### config.mk
export PLATFORM = sky130hd
export DESIGN_NAME = sqrt_converge_monitor_flat
export DESIGN_NICKNAME = d
export VERILOG_FILES = /design/src/rtl/sqrt_converge_monitor_if.sv /design/src/rtl/sqrt_converge_monitor.sv /design/src/flat_wrapper.sv
export SDC_FILE = /design/constraint.sdc
export NUM_CORES = 1
export LEC_CHECK = 0
export CORE_MARGIN = 8
export CORE_UTILIZATION = 55
export CTS_CLUSTER_SIZE = 14
export DETAILED_ROUTE_END_ITERATION = 16
export PLACE_DENSITY = 0.79
export SLEW_MARGIN = 5
export SYNTH_ARGS = -nofsm -noshare
export SYNTH_HDL_FRONTEND = slang
export SYNTH_SLANG_ARGS = --single-unit
### constraint.sdc
create_clock -name sqrt_clk -period 4.45 [get_ports sqrt_clk]
set_input_delay 0.445 -clock sqrt_clk [delete_from_list [all_inputs] [get_ports sqrt_clk]]
set_output_delay 0.445 -clock sqrt_clk [all_outputs]
set_load 0.01 [all_outputs]
### src/rtl/sqrt_converge_monitor_if.sv
// sqrt_converge_monitor_if: operand/estimate inputs and held-result handshake of the sqrt monitor
interface sqrt_converge_monitor_if #(parameter int IW = 8);
  logic start_i;
  logic [31:0] a_i;
  logic [31:0] est_i;
  logic est_valid_i;
  logic result_ready_i;
  logic [31:0] result_o;
  logic result_valid_o;
  logic busy_o;
  logic converged_o;
  logic [IW-1:0] iter_count_o;
  modport master (
    output start_i, a_i, est_i, est_valid_i, result_ready_i,
    input result_o, result_valid_o, busy_o, converged_o, iter_count_o
  );
  modport slave (
    input start_i, a_i, est_i, est_valid_i, result_ready_i,
    output result_o, result_valid_o, busy_o, converged_o, iter_count_o
  );
endinterface

### src/rtl/sqrt_converge_monitor.sv
// sqrt_converge_monitor: resolves IEEE-754 sqrt specials, watches NR estimates for convergence/timeout.
// Optional SQRT_MON_STATS_EN adds ops_done_o/timeouts_o handshake counters.
module sqrt_converge_monitor #(
  parameter int MAX_ITER = 16,
  parameter int TOL_ULP = 1,
  parameter int IW = 8
) (
  input logic sqrt_clk,
  input logic rst_n,
`ifdef SQRT_MON_STATS_EN
  output logic [15:0] ops_done_o,
  output logic [15:0] timeouts_o,
`endif
  sqrt_converge_monitor_if.slave bus
);
  typedef enum logic [1:0] {IDLE, SPECIAL, ITER, HOLD} state_t;
  state_t state_q;
  logic [31:0] a_q, result_q;
  logic [30:0] prev_q;
  logic rv_q, busy_q, conv_q;
  logic [IW-1:0] cnt_q;
  logic [IW-1:0] cnt_d;
  logic [30:0] diff;
  logic a_special, est_bad, close, tmo;
  logic [31:0] special_res;
  assign a_special = bus.a_i[30:0] == '0 || bus.a_i[31] || &bus.a_i[30:23];
  // NaN keeps its payload (quieted) even when negative
  assign special_res = a_q[30:0] == '0 ? a_q :
                       (&a_q[30:23] && |a_q[22:0]) ? a_q | 32'h0040_0000 :
                       a_q[31] ? 32'h7FC0_0000 : 32'h7F80_0000;
  assign cnt_d = &cnt_q ? cnt_q : cnt_q + IW'(1);
  assign diff = bus.est_i[30:0] >= prev_q ? bus.est_i[30:0] - prev_q : prev_q - bus.est_i[30:0];
  assign est_bad = bus.est_i[31] || (&bus.est_i[30:23] && |bus.est_i[22:0]);
  assign close = cnt_q != '0 && diff <= 31'(TOL_ULP);
  assign tmo = int'(cnt_d) >= MAX_ITER;
  always_ff @(posedge sqrt_clk or negedge rst_n)
    if (!rst_n) begin
      state_q <= IDLE;
      a_q <= '0;
      prev_q <= '0;
      result_q <= '0;
      rv_q <= 1'b0;
      busy_q <= 1'b0;
      conv_q <= 1'b0;
      cnt_q <= '0;
    end else
      case (state_q)
        IDLE:
          if (bus.start_i) begin
            a_q <= bus.a_i;
            cnt_q <= '0;
            busy_q <= 1'b1;
            state_q <= a_special ? SPECIAL : ITER;
          end
        SPECIAL: begin
          result_q <= special_res;
          conv_q <= 1'b1;
          busy_q <= 1'b0;
          rv_q <= 1'b1;
          state_q <= HOLD;
        end
        ITER:
          if (bus.est_valid_i) begin
            cnt_q <= cnt_d;
            prev_q <= bus.est_i[30:0];
            if (est_bad || close || tmo) begin
              result_q <= est_bad ? 32'h7FC0_0000 : bus.est_i;
              conv_q <= !est_bad && close;
              busy_q <= 1'b0;
              rv_q <= 1'b1;
              state_q <= HOLD;
            end
          end
        HOLD:
          if (bus.result_ready_i) begin
            rv_q <= 1'b0;
            state_q <= IDLE;
          end
        default: state_q <= IDLE;
      endcase
  assign bus.result_o = result_q;
  assign bus.result_valid_o = rv_q;
  assign bus.busy_o = busy_q;
  assign bus.converged_o = conv_q;
  assign bus.iter_count_o = cnt_q;
`ifdef SQRT_MON_STATS_EN
  logic [15:0] ops_q, tmo_q;
  always_ff @(posedge sqrt_clk or negedge rst_n)
    if (!rst_n) begin
      ops_q <= '0;
      tmo_q <= '0;
    end else if (state_q == HOLD && bus.result_ready_i) begin
      ops_q <= ops_q + 16'd1;
      tmo_q <= tmo_q + {15'd0, !conv_q};
    end
  assign ops_done_o = ops_q;
  assign timeouts_o = tmo_q;
`endif
endmodule

### src/flat_wrapper.sv
// flat-port wrapper written by rule: the top's interface ports become plain ports
module sqrt_converge_monitor_flat 
#(
  parameter int MAX_ITER = 16,
  parameter int TOL_ULP = 1,
  parameter int IW = 8
)
  (sqrt_clk, rst_n, bus_start_i, bus_a_i, bus_est_i, bus_est_valid_i, bus_result_ready_i, bus_result_o, bus_result_valid_o, bus_busy_o, bus_converged_o, bus_iter_count_o);
  sqrt_converge_monitor_if #(.IW(IW)) bus_i ();
  input logic sqrt_clk;
  input logic rst_n;
  input wire logic [$bits(bus_i.start_i)-1:0] bus_start_i;
  input wire logic [$bits(bus_i.a_i)-1:0] bus_a_i;
  input wire logic [$bits(bus_i.est_i)-1:0] bus_est_i;
  input wire logic [$bits(bus_i.est_valid_i)-1:0] bus_est_valid_i;
  input wire logic [$bits(bus_i.result_ready_i)-1:0] bus_result_ready_i;
  output wire logic [$bits(bus_i.result_o)-1:0] bus_result_o;
  output wire logic [$bits(bus_i.result_valid_o)-1:0] bus_result_valid_o;
  output wire logic [$bits(bus_i.busy_o)-1:0] bus_busy_o;
  output wire logic [$bits(bus_i.converged_o)-1:0] bus_converged_o;
  output wire logic [$bits(bus_i.iter_count_o)-1:0] bus_iter_count_o;
  assign bus_i.start_i = bus_start_i;
  assign bus_i.a_i = bus_a_i;
  assign bus_i.est_i = bus_est_i;
  assign bus_i.est_valid_i = bus_est_valid_i;
  assign bus_i.result_ready_i = bus_result_ready_i;
  assign bus_result_o = bus_i.result_o;
  assign bus_result_valid_o = bus_i.result_valid_o;
  assign bus_busy_o = bus_i.busy_o;
  assign bus_converged_o = bus_i.converged_o;
  assign bus_iter_count_o = bus_i.iter_count_o;
  sqrt_converge_monitor #(.MAX_ITER(MAX_ITER), .TOL_ULP(TOL_ULP), .IW(IW)) u_core (.sqrt_clk(sqrt_clk), .rst_n(rst_n), .bus(bus_i));
endmodule
==> out/metrics.cfg <==
[status]
status=finished clean

[yosys]
syn_inst=1002
ys_warn_count=0
avgSynthCellArea_um2=8.67
synth_fp_nets=1139
netlist_area_um2=8680
synthArstFlopShare=1.00
synth-main-ff-cell=dfrtp_1
yosysSeqAreaShare=0.311
synth_seq_cells=108
synth_edf_count=0
yosysUniqueCellTypes=81

[power]
clockPowerShare=0.108
powerDensity_nw_per_um2=691
swShare=0.457
p_leak_nw=5.28
ir_worst_vdd_uv=397
p_comb_frac=0.663
switchingPower_mw=3.65
power_frac_seq=0.229
p_int_mw=4.34
power_mw=7.99

[die]
core_area_um2=15700
die_h_um=142
start_util=0.555
io_pins=112
die_w_um=142
die_area_um2=20100
row_count=46

[worst_setup_path]
critPathLaunchType=input port
cp-startpoint=bus_est_i[25]
critical_path_class=input port to register
cp_max_fo=25
critPathSlowestCell=or4b_4
r2r_setup_slack_ps=360
path_cells=clkdlybuf4s50_1 > inv_1 > ha_2 > and4_1 > or4b_4 > o21ai_2 > a221oi_4 > nand2_2 > mux2_2 > a2111oi_4 > buf_4 > and4b_1 > nand2_2 > a21oi_4 > buf_12 > mux2_1
cpPeakStageDelay_ps=510
critPathMostFrequentCell=nand2_2
crit_buf_inv=4
end_kind=register
worstPathArrival_ps=4520
r2r_start=u_core.prev_q[25]
cp_top_family=simple AND/OR/NAND/NOR gates
cp.required_ps=4690

[detailed_routing]
drt-pass1-iter-count=5
first_iter_violations=615
dr_total_vias=8811
postRouteAntennaNets=0
drc=0
avgViaCountPerCell=5.96
wl_mm=30.0
routedWlPerCell_um=20.3

[sta]
fin_crit_ps=4280
period_share=0.961
fin_worst_skew_ps=11.3
setup_viol=0
worstMarginPinSlew_ps=1000
finalHoldViolCount=0
fmax_mhz=234
report.final.slew_viol_count=0
rsz0062_at_grt=no
whs_ps=90.5
max_slew_margin=0.331

[placed_design]
detailed_place_hpwl_mm=24.3
placed_area_um2=11200
port_buffers=111
place_congestion=1.02

[hold_path]
hold_path.class=input port to asynchronous set/reset pin

[global_routing]
grt_antenna_before_repair=0
grt_pass1_wl_mm=48.2
grt_util_all_layers=0.304
grt_max_degree=65
grt_pass1_vias=9269
grt_overflow=0

[job]
maxCapViolCount=0

[clock_tree]
h-tree-depth=3
cts_buffer_depth=2
cts.clk_slew.worst_paths_ps=90
cts_tree=done
root_buffer=clkbuf_16
cts_inserted_buffers=9
cts.sinks=108
worstSkewPairLatency_ps=360

[cells_and_area]
synthToLayoutAreaGrowth_pct=33.1
drive_gt1_frac=0.215
antenna-diode-count=0
fill_cells=1252
postLayoutCellArea_um2=11600
fin_nets=1394

## sequential cells by signal (all words and copies together), names as in the netlist
| name | flops |
|---|---|
| u_core.state_q | 2 |
| u_core.bus.result_valid_o | 1 |
| u_core.bus.busy_o | 1 |
| u_core.a_q | 32 |
| u_core.bus.converged_o | 1 |
| u_core.bus.iter_count_o | 8 |
| u_core.bus.result_o | 32 |
| u_core.prev_q | 31 |
## worst register-to-register path, cell delays in order, from the launching register on
cell       delay (ps)
dfrtp_1           420
ha_2              410
and4_1            280
or4b_4            510
o21ai_2           230
a221oi_4           60
nand2_2            70
mux2_2            360
a2111oi_4         380
buf_4             180
and4b_1           230
nand2_2            90
a21oi_4           170
buf_12            200
mux2_1            380
## logic make-up (layout without fill, tap and decap cells)
kind of cell,count (synthesis),after routing,synth area share
adder cells (fa/ha/maj),68,68,0.0997
buffers and inverters,131,391,0.0640
XOR/XNOR,34,34,0.0343
AO/OA/AOI/OAI,292,292,0.221
flip-flops,108,108,0.311
multiplexers,75,75,0.0960
AND/OR/NAND/NOR,294,294,0.174
## cell usage after synthesis, types with 7 or more instances
cell,instances,area share
dfrtp_1,108,0.31
nand2_1,97,0.042
a21oi_1,87,0.050
inv_1,81,0.035
o21ai_0,73,0.042
ha_1,66,0.095
nor2_1,46,0.020
mux2_2,38,0.049
nand4_1,31,0.022
mux2_1,28,0.036
clkbuf_1,24,0.010
a22o_1,23,0.023
nor4_1,23,0.017
nand3_1,21,0.012
buf_2,18,0.010
o21a_1,18,0.016
xnor2_1,17,0.017
xor2_1,17,0.017
nor2b_1,14,0.010
o211ai_1,12,0.010
and3_1,10,0.0072
nor3_1,10,0.0058
mux2i_1,9,0.010
nand2b_1,8,0.0058
a21o_1,7,0.0061
a31oi_1,7,0.0050
and2_1,7,0.0050
o21bai_1,7,0.0061
## what timing repair did
action,4_1_cts,5_1_grt
hold buffers,0,0
pin swaps,0,1
gates resized for setup,2,11
hold endpoints to repair,0,0
setup endpoints to repair,31,33
buffers inserted,0,0
## power groups by stage
stage / Combinational [mW] / Sequential [mW] / Clock [mW]
6_report: 5.30 / 1.83 / 0.866
2_1_floorplan: 3.04 / 1.78 / 0
4_1_cts: 5.21 / 1.81 / 0.873
3_3_place_gp: 5.09 / 1.80 / 0
5_1_grt: 5.75 / 1.88 / 0.911
3_5_place_dp: 5.16 / 1.82 / 0
## path summary, 6_finish.rpt
check / cells after the start / to
max in group asynchronous: 2 / u_core.bus.iter_count_o[0]
max: 16 / u_core.bus.result_o[6]
min: 1 / u_core.prev_q[22]
min reg2reg: 1 / u_core.bus.result_o[22]
min in group sqrt_clk: 1 / u_core.bus.result_o[22]
max reg2reg: 14 / u_core.bus.result_o[6]
## metrics by stage
stage | setup TNS [ps] | utilization | instances | setup WS [ps]
after global placement | -19350 | 0.715 | 1462 | -565
after detailed placement | -15380 | 0.715 | 1462 | -465
after global routing | 0 | 0.738 | 1478 | 13.6
after floorplan | 0 | - | 1002 | 620
final | 0 | 0.738 | 1478 | 175
after CTS | 0 | 0.736 | 1478 | 34.5
## routing by layer
metal  vias up  global-route usage  share of wire
met1      4197               0.368           0.42
li1       4141                   -              -
met5         -                   0              0
met2       379               0.517           0.47
met4         0               0.148          0.048
met3        94              0.0494          0.059
## cells in the final DEF (no fill, tap or decap), types with 4 or more instances in the layout
cell type        instances
xnor2_1                 17
dfrtp_1                108
ha_1                    64
nand2b_1                 8
a21oi_1                 84
o21bai_1                 7
nor2b_1                 14
o211ai_1                12
buf_4                  182
a21oi_2                  7
clkdlybuf4s50_1        110
nand4_1                 31
and3_1                  10
nor2_1                  46
nor3_1                  10
nand3_1                 21
mux2_2                  38
xor2_1                  17
clkbuf_16                9
o21ai_1                  4
mux2_1                  28
mux2i_1                  9
nand2_1                 97
and4_1                   5
and2_1                   7
a21o_1                   7
or3_1                    4
a211o_1                  5
o21ai_0                 71
o21a_1                  18
a31oi_1                  7
a22o_1                  23
nor4_1                  23
inv_1                   81
o221ai_1                 4
## area by class of cell
cell class | instances | area (um2) | area share
Multi-Input combinational cell | 763 | 5470 | 0.473
Tap cell | 216 | 270 | 0.0234
Clock inverter | 7 | 86.3 | 0.00747
Inverter | 81 | 304 | 0.0263
Sequential cell | 108 | 2700 | 0.234
Clock buffer | 9 | 225 | 0.0195
Timing Repair Buffer | 294 | 2500 | 0.216
Power figures use the tool's default switching activity.
